## src/rtl/ad7276_pkg.sv

```systemverilog
// Shared definitions for the AD7276 capture path: sample/bus widths, packed-word
// field positions and the word packing helper.
package ad7276_pkg;

   localparam int unsigned AD7276_SAMPLE_W = 12;
   localparam int unsigned AD7276_AXIS_W   = 32;

   localparam int unsigned CH0_DATA_LSB = 0;
   localparam int unsigned CH0_EN_BIT   = 15;
   localparam int unsigned CH1_DATA_LSB = 16;
   localparam int unsigned CH1_EN_BIT   = 31;

   // Disabled channels contribute a zero data field; reserved bits stay zero.
   function automatic logic [AD7276_AXIS_W-1:0] ad7276_pack(
      input logic                       en0,
      input logic                       en1,
      input logic [AD7276_SAMPLE_W-1:0] d0,
      input logic [AD7276_SAMPLE_W-1:0] d1
   );
      logic [AD7276_AXIS_W-1:0] w;
      w                                      = '0;
      w[CH1_EN_BIT]                          = en1;
      w[CH1_DATA_LSB +: AD7276_SAMPLE_W]     = en1 ? d1 : '0;
      w[CH0_EN_BIT]                          = en0;
      w[CH0_DATA_LSB +: AD7276_SAMPLE_W]     = en0 ? d0 : '0;
      return w;
   endfunction

endpackage

```

## src/rtl/ad7276_axis_packer_if.sv

```systemverilog
// AXI4-Stream beat bundle (data/valid/ready/last) for the packer output.
interface ad7276_axis_if;
   import ad7276_pkg::*;

   logic [AD7276_AXIS_W-1:0] tdata;
   logic                     tvalid;
   logic                     tready;
   logic                     tlast;

   modport master (output tdata, output tvalid, output tlast, input tready);
   modport slave  (input tdata, input tvalid, input tlast, output tready);
endinterface

```

## src/rtl/axis_sample_fifo.sv

```systemverilog
// Synchronous first-word-fall-through FIFO; pointers carry an extra wrap bit so
// full and empty are told apart without a separate occupancy count.
module axis_sample_fifo #(
   parameter int unsigned WIDTH = 32,
   parameter int unsigned DEPTH = 16
) (
   input  logic             clk_i,
   input  logic             rst_n_i,
   input  logic             push_i,
   input  logic [WIDTH-1:0] din_i,
   output logic             full_o,
   input  logic             pop_i,
   output logic             empty_o,
   output logic [WIDTH-1:0] dout_c_o
);
   localparam int unsigned AW = $clog2(DEPTH);

   logic [AW:0]      wr_ptr_q, wr_ptr_d, rd_ptr_q, rd_ptr_d;
   logic             full_q, empty_q;
   logic             push_ok_c, pop_ok_c;
   logic [WIDTH-1:0] mem_q [DEPTH];

   // A push into a full FIFO is still taken when the head leaves on the same edge.
   assign pop_ok_c  = pop_i & ~empty_q;
   assign push_ok_c = push_i & (~full_q | pop_ok_c);

   always_comb begin
      wr_ptr_d = wr_ptr_q;
      rd_ptr_d = rd_ptr_q;
      if (push_ok_c) wr_ptr_d = wr_ptr_q + (AW+1)'(1);
      if (pop_ok_c)  rd_ptr_d = rd_ptr_q + (AW+1)'(1);
   end

   // Flags are registered from the next pointers so they line up with the pointers.
   always_ff @(posedge clk_i) begin
      if (!rst_n_i) begin
         wr_ptr_q <= '0;
         rd_ptr_q <= '0;
         empty_q  <= 1'b1;
         full_q   <= 1'b0;
      end else begin
         wr_ptr_q <= wr_ptr_d;
         rd_ptr_q <= rd_ptr_d;
         empty_q  <= (wr_ptr_d == rd_ptr_d);
         full_q   <= ((wr_ptr_d ^ rd_ptr_d) == {1'b1, {AW{1'b0}}});
      end
   end

   always_ff @(posedge clk_i) begin
      if (push_ok_c) mem_q[wr_ptr_q[AW-1:0]] <= din_i;
   end

   assign dout_c_o = mem_q[rd_ptr_q[AW-1:0]];
   assign full_o   = full_q;
   assign empty_o  = empty_q;

endmodule

```

## src/rtl/ad7276_axis_packer.sv

```systemverilog
// Packs each AD7276 conversion pair into one 32-bit AXI4-Stream beat, buffered in
// a small FWFT FIFO, with packet framing via tlast and a sticky drop flag.
module ad7276_axis_packer
   import ad7276_pkg::*;
#(
   parameter int unsigned FIFO_DEPTH = 16,
   parameter int unsigned PACKET_LEN = 256
) (
   input  logic                       fpga_clk_i,
   input  logic                       reset_n_i,
   input  logic                       en_0_i,
   input  logic                       en_1_i,
   input  logic                       data_rdy_i,
   input  logic [AD7276_SAMPLE_W-1:0] data_0_i,
   input  logic [AD7276_SAMPLE_W-1:0] data_1_i,
   input  logic                       clr_ovf_i,
   output logic                       overflow_o,
   ad7276_axis_if.master              m_axis
);
   localparam int unsigned CNT_W = (PACKET_LEN > 1) ? $clog2(PACKET_LEN) : 1;

   logic                     s1_q, s2_q, s3_q;
   logic                     capture_c, push_req_c, pop_c, drop_c, last_c;
   logic                     fifo_full, fifo_empty;
   logic [AD7276_AXIS_W-1:0] word_c, head_c;
   logic                     overflow_q, overflow_d;
   logic [CNT_W-1:0]         beat_cnt_q, beat_cnt_d;

   // data_rdy_i is asynchronous: two synchroniser stages, third stage for edge detect.
   always_ff @(posedge fpga_clk_i) begin
      if (!reset_n_i) begin
         s1_q <= 1'b0;
         s2_q <= 1'b0;
         s3_q <= 1'b0;
      end else begin
         s1_q <= data_rdy_i;
         s2_q <= s1_q;
         s3_q <= s2_q;
      end
   end

   assign capture_c  = s2_q & ~s3_q;
   assign push_req_c = capture_c & (en_0_i | en_1_i);
   assign pop_c      = ~fifo_empty & m_axis.tready;
   assign drop_c     = push_req_c & fifo_full & ~pop_c;
   assign word_c     = ad7276_pack(en_0_i, en_1_i, data_0_i, data_1_i);
   assign last_c     = (beat_cnt_q == CNT_W'(PACKET_LEN - 1));

   axis_sample_fifo #(
      .WIDTH (AD7276_AXIS_W),
      .DEPTH (FIFO_DEPTH)
   ) u_fifo (
      .clk_i    (fpga_clk_i),
      .rst_n_i  (reset_n_i),
      .push_i   (push_req_c),
      .din_i    (word_c),
      .full_o   (fifo_full),
      .pop_i    (pop_c),
      .empty_o  (fifo_empty),
      .dout_c_o (head_c)
   );

   // A drop on the same edge as a clear request keeps the flag set.
   always_comb begin
      overflow_d = overflow_q;
      beat_cnt_d = beat_cnt_q;
      if (drop_c)         overflow_d = 1'b1;
      else if (clr_ovf_i) overflow_d = 1'b0;
      if (pop_c)          beat_cnt_d = last_c ? '0 : beat_cnt_q + CNT_W'(1);
   end

   always_ff @(posedge fpga_clk_i) begin
      if (!reset_n_i) begin
         overflow_q <= 1'b0;
         beat_cnt_q <= '0;
      end else begin
         overflow_q <= overflow_d;
         beat_cnt_q <= beat_cnt_d;
      end
   end

   assign overflow_o    = overflow_q;
   assign m_axis.tvalid = ~fifo_empty;
   assign m_axis.tdata  = head_c;
   assign m_axis.tlast  = ~fifo_empty & last_c;

endmodule

```

## src/flat_wrapper.sv

```systemverilog
// flat-port wrapper written by rule: the top's interface ports become plain ports
module ad7276_axis_packer_flat import ad7276_pkg::*;
#(
   parameter int unsigned FIFO_DEPTH = 16,
   parameter int unsigned PACKET_LEN = 256
)
  (fpga_clk_i, reset_n_i, en_0_i, en_1_i, data_rdy_i, data_0_i, data_1_i, clr_ovf_i, overflow_o, m_axis_tdata, m_axis_tvalid, m_axis_tlast, m_axis_tready);
  ad7276_axis_if m_axis_i ();
  input  logic fpga_clk_i;
  input  logic reset_n_i;
  input  logic en_0_i;
  input  logic en_1_i;
  input  logic data_rdy_i;
  input  logic [AD7276_SAMPLE_W-1:0] data_0_i;
  input  logic [AD7276_SAMPLE_W-1:0] data_1_i;
  input  logic clr_ovf_i;
  output logic overflow_o;
  output wire logic [$bits(m_axis_i.tdata)-1:0] m_axis_tdata;
  output wire logic [$bits(m_axis_i.tvalid)-1:0] m_axis_tvalid;
  output wire logic [$bits(m_axis_i.tlast)-1:0] m_axis_tlast;
  input wire logic [$bits(m_axis_i.tready)-1:0] m_axis_tready;
  assign m_axis_tdata = m_axis_i.tdata;
  assign m_axis_tvalid = m_axis_i.tvalid;
  assign m_axis_tlast = m_axis_i.tlast;
  assign m_axis_i.tready = m_axis_tready;
  ad7276_axis_packer #(.FIFO_DEPTH(FIFO_DEPTH), .PACKET_LEN(PACKET_LEN)) u_core (.fpga_clk_i(fpga_clk_i), .reset_n_i(reset_n_i), .en_0_i(en_0_i), .en_1_i(en_1_i), .data_rdy_i(data_rdy_i), .data_0_i(data_0_i), .data_1_i(data_1_i), .clr_ovf_i(clr_ovf_i), .overflow_o(overflow_o), .m_axis(m_axis_i));
endmodule
```

## config.mk

```make
export PLATFORM = sky130hd
export DESIGN_NAME = ad7276_axis_packer_flat
export DESIGN_NICKNAME = d
export VERILOG_FILES = /design/src/rtl/ad7276_pkg.sv /design/src/rtl/ad7276_axis_packer_if.sv /design/src/rtl/axis_sample_fifo.sv /design/src/rtl/ad7276_axis_packer.sv /design/src/flat_wrapper.sv
export SDC_FILE = /design/constraint.sdc
export NUM_CORES = 1
export LEC_CHECK = 0
export ABC_AREA = 1
export CAP_MARGIN = 10
export CORE_ASPECT_RATIO = 0.7
export CORE_UTILIZATION = 45
export CTS_BUF_LIST = sky130_fd_sc_hd__clkbuf_4
export DETAILED_ROUTE_END_ITERATION = 16
export GPL_ROUTABILITY_DRIVEN = 1
export RECOVER_POWER = 50
export REMOVE_ABC_BUFFERS = 1
export SYNTH_ARGS = -nofsm -noshare
export SYNTH_HDL_FRONTEND = slang
export SYNTH_SLANG_ARGS = --single-unit
export TNS_END_PERCENT = 5
```

## constraint.sdc

```tcl
create_clock -name fpga_clk_i -period 3.2 [get_ports fpga_clk_i]
set_clock_uncertainty 0.05 [all_clocks]
set_input_delay 0.64 -clock fpga_clk_i [delete_from_list [all_inputs] [get_ports fpga_clk_i]]
set_output_delay 0.64 -clock fpga_clk_i [all_outputs]
set_load 0.02 [all_outputs]
```

==> flow_summary.ini, run 1 <==
[outcome]
status = finished with violations
violations = capacitance limit, slew limit

[logic_synthesis]
ys.flop_type = edfxtp_1
async_reset_ff_share_pct = 0
synth_edf_count = 416
netlist_area_mm2 = 0.0175
synth_seq_cells = 440
syn_avg_cell_area_um2 = 12.6
yosys.area_share.simple_pct = 10.5
synth_seq_area_share_pct = 73.9
synth_area_leader_cell = edfxtp_1
yosysMostFrequentCell = edfxtp_1
yosys_warnings = 0
synth_compound_area_share_pct = 11.2
synthXorXnorAreaFrac_pct = 0.300
ys_types = 36
synth_top_area_share_pct = 71.2
syn_inst = 1389
synth_mux_area_share_pct = 0
ys_top_cells_by_count = edfxtp_1, nor2_1, o21ai_0
synth_top_family_by_area = compound AO/OA/AOI/OAI gates
synthAdderAreaFrac_pct = 0.428
synth_area_leaders = edfxtp_1, o21ai_0, nor2_1

[worst_setup_path]
critPathMaxFanout = 21
worstPathArrival_ns = 2.43
critPathKind = register to output port
end_kind = output port
cp.required_ns = 2.51
critPathLaunchType = register

[route]
wl_per_cell_um = 21.7
drt_iter0_markers = 1149
drt_wl_total_um = 46900
via_per_inst = 5.52
routed-via-count = 11900
first_pass_iters = 5
antenna_left = 0
drc = 0

[placement]
port_buffers = 59
routabilityCongestion = 0.765
pre_cts_slack_ns = 0.269
place_hpwl_um = 24600

[sta]
finalSetupTns_ns = 0
report.final.slew_viol_count = 58
period_needed_ns = 3.12
layout_setup_ws_ns = 0.0752
finalCritPeriodShare_pct = 97.7
worst_hold_slack_ns = 0.363
hold_viol = 0
slew_headroom_pct = -16.7
rsz0062_at_grt = true
fmax_ghz = 0.320
setup_viol = 0
tightest_slew_ns = 1.75

[floorplan]
die_w_um = 238
ios = 66
placementRows = 60
initial_utilization_pct = 45.6
die_h_um = 167
die-area_mm2 = 0.0398
core_mm2 = 0.0384

[clock_tree]
cts_sinks = 440
clkTransAtPathRegs_ns = 0.06
insertion_delay_ns = 0.78
clockBufferDepth = 3
cts_root_buf = clkbuf_4
numCtsBuffers = 103
h-tree-depth = 3
ctsHoldBuffers = 0
tritoncts = done

[global_routing]
overflow = 0
grtUsageTotal_pct = 24.0
grt_pass1_vias = 11600
grt_first_pass_wirelength_um = 71000
grt_max_degree = 57
antenna_found_initial = 2

[cells_and_area]
nNetsFinal = 1582
drive_above_1_share_pct = 19.4
area_growth_pct = 20.8
nFillCells = 3248
regArea_mm2 = 0.0130
utilization_pct = 55.1
multi_input_area_mm2 = 0.00415

[flow_run]
max-cap-violations = 2

[power]
leakage_nw = 7.46
vdd_drop_max_uv = 332
p_per_area_mw_per_mm2 = 599

[worst_hold_path]
hold_class = input port to register
==> per-stage QoR <==
stage	cells	total power, mW	instance area, um2
final	2159	12.7	21200
after global routing	2158	13.2	21200
after CTS	2150	12.7	21100
after detailed placement	1947	7.81	19200
after global placement	1947	7.80	19200
after floorplan	1304	7.25	17100
==> power breakdown <==
part / switching [mW] / internal, mW / total (mW)
clock: 2.22 / 2.54 / 4.76
combinational: 0.992 / 0.622 / 1.61
sequential: 0.0154 / 6.31 / 6.33
==> critical path, stage by stage (launching register included) <==
cell      delay [ns]
dfxtp_4         0.34
buf_12          0.15
buf_6           0.14
buf_16          0.15
o21ai_1         0.16
o22ai_1         0.09
o211ai_1        0.27
nand3_1         0.17
buf_6           0.17
==> what timing repair did <==
action,CTS,global route
pin swaps,5,23
setup endpoints to repair,27,26
gates resized for setup,115,81
cloned,9,5
setup buffers,4,4
==> final timing paths <==
check	from	to	slack [ns]	depth (start not counted)
hold / removal	data_rdy_i	u_core.s1_q	0.36	3
setup reg to reg	u_core.u_fifo.empty_o	u_core.u_fifo.mem_q[15][19]	1.06	6
setup / recovery	u_core.u_fifo.rd_ptr_q[0]	m_axis_tdata[9]	0.08	8
hold reg to reg	u_core.s1_q	u_core.s2_q	0.37	2
==> layout by cell type, fill, tap and decap left out, types with 7 or more instances in the layout <==
| cell | count |
|---|---|
| nor2_1 | 228 |
| clkbuf_4 | 162 |
| o21ai_0 | 166 |
| buf_16 | 8 |
| buf_12 | 24 |
| clkdlybuf4s50_1 | 28 |
| nor2_4 | 18 |
| o221ai_1 | 38 |
| o211ai_1 | 13 |
| dfxtp_1 | 21 |
| a21oi_1 | 7 |
| o22ai_1 | 64 |
| clkinv_1 | 21 |
| inv_1 | 48 |
| buf_4 | 40 |
| o21ai_1 | 40 |
| nand3_1 | 54 |
| edfxtp_1 | 416 |
| buf_2 | 12 |
| nand2_1 | 134 |
==> per-layer routing <==
| metal | share of wire, % | wire [um] | track usage, % | vias up |
|---|---|---|---|---|
| li1 | - | - | - | 5487 |
| met4 | 1.2 | 567 | 6.10 | 0 |
| met5 | 0 | 0 | 0 | - |
| met1 | 45 | 21200 | 35.1 | 5859 |
| met3 | 8.2 | 3860 | 6.20 | 54 |
| met2 | 45 | 21300 | 35.8 | 514 |
==> logic make-up after synthesis <==
kind of cell               count (synthesis)
xor gates and xnor gates                   6
DFF                                      440
buffers and inverters                    142
AOI/OAI and AO/OA                        340
adders and majority gates                  6
and+or+nand+nor                          454
other                                      1
==> flip-flops by register name, summed over array words and instances, names as in the netlist <==
| signal | count |
|---|---|
| u_core.u_fifo.mem_q | 416 |
| u_core.beat_cnt_q | 8 |
| u_core.u_fifo.rd_ptr_q | 5 |
| u_core.u_fifo.wr_ptr_q | 5 |
| u_core.overflow_o | 1 |
| u_core.s1_q | 1 |
| u_core.s2_q | 1 |
| u_core.s3_q | 1 |
| u_core.u_fifo.empty_o | 1 |
| u_core.u_fifo.full_o | 1 |
==> area by class of cell <==
type / count / area share, %
Tap cell: 527 / 3.11
Antenna cell: 2 / 0.0236
Clock inverter: 28 / 0.921
Inverter: 52 / 1.07
Timing Repair inverter: 2 / 0.118
Multi-Input combinational cell: 812 / 19.6
Clock buffer: 162 / 5.74
Sequential cell: 440 / 61.3
Timing Repair Buffer: 134 / 8.19
Note: power is estimated with default switching activity, not from simulation.
==> run 2: changes to the inputs <==
CORE_ASPECT_RATIO = 1.25   (was 0.7)
==> flow_summary.ini, run 2 (synthesis results as in run 1) <==
[route]
routed-via-count = 11800
dr_wl_met2_um = 21900
met1Wirelength_um = 18200
drc = 0
drt_wl_total_um = 44500
via_per_inst = 5.59
drt_iter0_markers = 906
wl_per_cell_um = 21.0
antenna_left = 0
top_layer = met4
first_pass_iters = 5
met3_wirelength_um = 3160

[worst_setup_path]
cpMaxStageDelayCell = dfxtp_4
reg2reg_depth = 6
critPathLaunchType = register
end_kind = output port
critPathMaxFanout = 16
critical-path-top-delay-family = buffers and inverters
cp.required_ns = 2.51
critPathKind = register to output port
path_depth = 8
path_buf_inv = 4
path_cells = buf_12 -> inv_16 -> buf_12 -> o21ai_0 -> o221ai_1 -> nand3_1 -> nand3_1 -> clkdlybuf4s15_2
worstPathArrival_ns = 2.46
cpPeakStageDelay_ns = 0.38

[cells_and_area]
area_growth_pct = 17.5
nNetsFinal = 1579
largest_register_ffs = 416
drive_above_1_share_pct = 18.1
layout_common_cells = edfxtp_1, nor2_1, o21ai_0
layout_commonest_cell = edfxtp_1

[sta]
rsz0062_at_grt = true
finalSetupTns_ns = 0
finalCritPeriodShare_pct = 98.3
fmax_ghz = 0.318
report.final.slew_viol_count = 56
slew_headroom_pct = -8.99
hold_viol = 0
period_needed_ns = 3.15
tightest_slew_ns = 1.63
worst_hold_slack_ns = 0.338
setup_viol = 0

[clock_tree]
insertion_delay_ns = 0.80
h-tree-depth = 3
clockBufferDepth = 3
cts_sinks = 440
numCtsBuffers = 102
tritoncts = done
cts_root_buf = clkbuf_4
clkTransAtPathRegs_ns = 0.07
ctsHoldBuffers = 0

[global_routing]
grtUsageTotal_pct = 23.1
overflow = 0
grt_pass1_vias = 11800
grt_max_degree = 58
grt_first_pass_wirelength_um = 67500
antenna_found_initial = 1

[floorplan]
ios = 66
placementRows = 80
die_w_um = 179
die_h_um = 223
die-area_mm2 = 0.0398
core_mm2 = 0.0383
initial_utilization_pct = 45.8

[outcome]
violations = capacitance limit, slew limit
status = finished with violations

[flow_run]
max-cap-violations = 2

[power]
vdd_drop_max_uv = 267
leakage_nw = 7.24
p_per_area_mw_per_mm2 = 592

[placement]
port_buffers = 59
routabilityCongestion = 0.793
place_hpwl_um = 24900

[worst_hold_path]
hold_class = input port to register
min_path_cells = 3
## run 2: cell types whose count changed in the layout (fill, tap and decap cells not counted), sizes merged, moves of 2 or more
cell and delta:
clkinv +10, bufbuf -5, buf -2, bufinv -2, inv +3, clkbuf -13
clkdlybuf4s15 +7
## run 2: area by class of cell
| type | count | area, um2 |
|---|---|---|
| repair buffers | 133 | 1390 |
| well taps | 492 | 616 |
| flip-flops and latches | 440 | 13000 |
| inverters | 52 | 218 |
| fillers | 3259 | 17700 |
| clock buffers | 149 | 1120 |
| clock inverters | 39 | 200 |
| multi-input cells | 812 | 4080 |
| diodes | 1 | 2.50 |
| repair inverters | 1 | 8.76 |
## run 2: stage by stage
stage	area, um2	utilization, %	setup slack [ns]	power (mW)	std cells
3_3_place_gp	19100	49.8	0.334	7.82	1916
4_1_cts	20600	53.8	-0.0881	12.3	2118
6_report	20600	53.8	0.0529	12.2	2119
2_1_floorplan	17100	-	-4.24	7.25	1304
5_1_grt	20600	53.8	-0.110	12.7	2119
3_5_place_dp	19100	49.8	0.347	7.83	1916
## run 2: report_power, final
part           leakage, nW  internal [mW]  switching (mW)
clock network        0.788           2.24            2.17
logic                 2.46          0.532           0.931
registers             3.99           6.31          0.0197
## run 2: routing by layer
layer	vias to the layer above	global-route usage, %
met1	5805	30.5
met4	0	9.73
li1	5466	-
met3	86	4.26
met5	-	0
met2	492	37.4
## run 2: timing repair
item                                    in CTS  in global routing
cloned                                       5                  0
endpoints found under the setup margin      27                 20
setup buffers                                9                  0
pin swaps                                    1                  3
gates resized for setup                    113                 21
## run 2: worst paths after layout
check	from	endpoint	slack (ns)
worst min register to register	u_core.s1_q	u_core.s2_q	0.37
worst min-delay path	data_rdy_i	u_core.s1_q	0.34
worst max register to register	u_core.u_fifo.empty_o	u_core.u_fifo.mem_q[15][22]	0.92
worst max-delay path	u_core.u_fifo.rd_ptr_q[0]	m_axis_tdata[2]	0.05
## run 2: worst reg2reg max path: cells and delay by family, from the launching register on
kind / cells / cell delay [ns]
and+or+nand+nor: 4 / 0.92
buffers and inverters: 2 / 0.58
DFF: 1 / 0.32
==> run 3: changes to the inputs <==
clock period = 3 ns   (was 3.2 ns; I/O delays follow)
==> flow_summary.ini, run 3 (synthesis results as in run 1) <==
[floorplan]
core_mm2 = 0.0383
die_w_um = 179
ios = 66
placementRows = 80
initial_utilization_pct = 45.8
die-area_mm2 = 0.0398
die_h_um = 223

[worst_hold_path]
min_to = u_core.s1_q
hold_class = input port to register
hp-start = data_rdy_i
min_path_cells = 3

[clock_tree]
numCtsBuffers = 106
cts_root_buf = clkbuf_4
clkTransAtPathRegs_ns = 0.06
clockBufferDepth = 3
ctsHoldBuffers = 0
cts_sinks = 440
insertion_delay_ns = 0.79
tritoncts = done
h-tree-depth = 3

[route]
drt_wl_total_um = 46000
via_per_inst = 5.62
antenna_left = 0
wl_per_cell_um = 21.6
drt_iter0_markers = 1141
drc = 0
routed-via-count = 12000
first_pass_iters = 5

[sta]
report.final.slew_viol_count = 54
fmax_ghz = 0.323
rsz0062_at_grt = true
tightest_slew_ns = 1.56
layout_setup_ws_ns = -0.100
finalCritPeriodShare_pct = 103
setup_viol = 13
period_needed_ns = 3.10
slew_headroom_pct = -4.14
worst_hold_slack_ns = 0.322
hold_viol = 0
finalSetupTns_ns = -0.622

[cells_and_area]
largest_register_ffs = 416
utilization_pct = 55.6
area_growth_pct = 21.4
drive_above_1_share_pct = 20.8
nNetsFinal = 1599
layout_commonest_cell = edfxtp_1
nFillCells = 3162
layout_common_cells = edfxtp_1, nor2_1, o21ai_0

[power]
leakage_nw = 7.52
p_per_area_mw_per_mm2 = 635
total_power_mw = 13.5
vdd_drop_max_uv = 329

[global_routing]
antenna_found_initial = 1
grt_first_pass_wirelength_um = 69700
grt_max_degree = 55
grtUsageTotal_pct = 23.9
overflow = 0
grt_pass1_vias = 12100

[placement]
port_buffers = 59
place_hpwl_um = 24800
routabilityCongestion = 0.804

[worst_setup_path]
critical-path-top-delay-family = buffers and inverters
critPathMaxFanout = 13
cpMaxStageDelayCell = dfxtp_4
r2r_slack_ns = 0.88
critPathKind = register to output port
worstPathArrival_ns = 2.45
critPathLaunchType = register
path_buf_inv = 5
rr_startpoint = u_core.s2_q
r2r-end = u_core.u_fifo.mem_q[15][2]
cp.required_ns = 2.35
end_kind = output port
path_cells = buf_12 -> buf_4 -> buf_4 -> inv_6 -> nor2_1 -> o22ai_1 -> o211ai_1 -> nand3_2 -> buf_6
cpPeakStageDelay_ns = 0.37
reg2reg_depth = 5
crit_top_cell = buf_4

[outcome]
status = finished with violations
violations = capacitance limit, slew limit, setup timing

[flow_run]
max-cap-violations = 2
run 3: cell types whose count changed in the layout (fill, tap and decap cells not counted), sizes merged:
cell,before,now
clkinv,35,28
clkinvlp,1,0
buf,88,108
clkbuf,155,152
bufinv,1,5
clkdlybuf4s15,7,2
bufbuf,0,3
inv,55,54
run 3: timing repair:
item,CTS,global route
pin swaps,20,20
buffers inserted,14,1
gates cloned,7,0
gates resized for setup,171,48
endpoints found under the setup margin,27,26
run 3: layer usage:
| layer | track usage [%] | part of all wire (%) | up-vias |
|---|---|---|---|
| li1 | - | - | 5502 |
| met2 | 39.0 | 49 | 487 |
| met3 | 4.30 | 6.5 | 100 |
| met1 | 31.2 | 42 | 5878 |
| met5 | 0 | 0 | - |
| met4 | 10.5 | 3.0 | 0 |
run 3: layout make-up:
cell class	instances	area, um2	share of cell area [%]
antenna	1	2.50	0.0117
clock buffer	148	1110	5.22
clock inverter	34	272	1.27
inverter	52	211	0.993
multi-input combinational	812	4240	19.9
sequential	440	13000	60.9
tap	492	616	2.89
timing repair buffer	149	1870	8.76
timing repair inverter	1	8.76	0.0411
run 3: power breakdown:
group / leakage, nW / switching (mW) / internal (mW) / total [mW]
Sequential: 3.99 / 0.0169 / 6.74 / 6.75
Combinational: 2.72 / 1.05 / 0.712 / 1.76
Clock: 0.812 / 2.31 / 2.70 / 5.01
run 3: how the worst max path moves through the flow:
stage                             to                      start  slack, ns  depth (start not counted)
global route        m_axis_tdata[20]  u_core.u_fifo.rd_ptr_q[0]      -0.22                          8
CTS                  m_axis_tdata[6]  u_core.u_fifo.rd_ptr_q[0]      -0.19                         10
floorplan            m_axis_tdata[0]  u_core.u_fifo.rd_ptr_q[0]      -4.40                          5
finish               m_axis_tdata[5]  u_core.u_fifo.rd_ptr_q[0]      -0.10                          9
detailed placement   m_axis_tdata[7]  u_core.u_fifo.rd_ptr_q[0]       0.20                          8
global placement     m_axis_tdata[7]  u_core.u_fifo.rd_ptr_q[0]       0.25                          8
run 3: tightest hold or removal path: cells and delay by family:
kind / cells / cell delay, ns
buffers and inverters: 2 / 0.44
and+or+nand+nor: 1 / 0.07
run 3: through the flow:
stage,worst slack (ns),cell area [um2],instances
floorplan,-4.40,17100,1304
global placement,0.249,19400,1924
detailed placement,0.202,19400,1924
CTS,-0.187,21200,2127
global route,-0.216,21300,2129
finish,-0.100,21300,2129
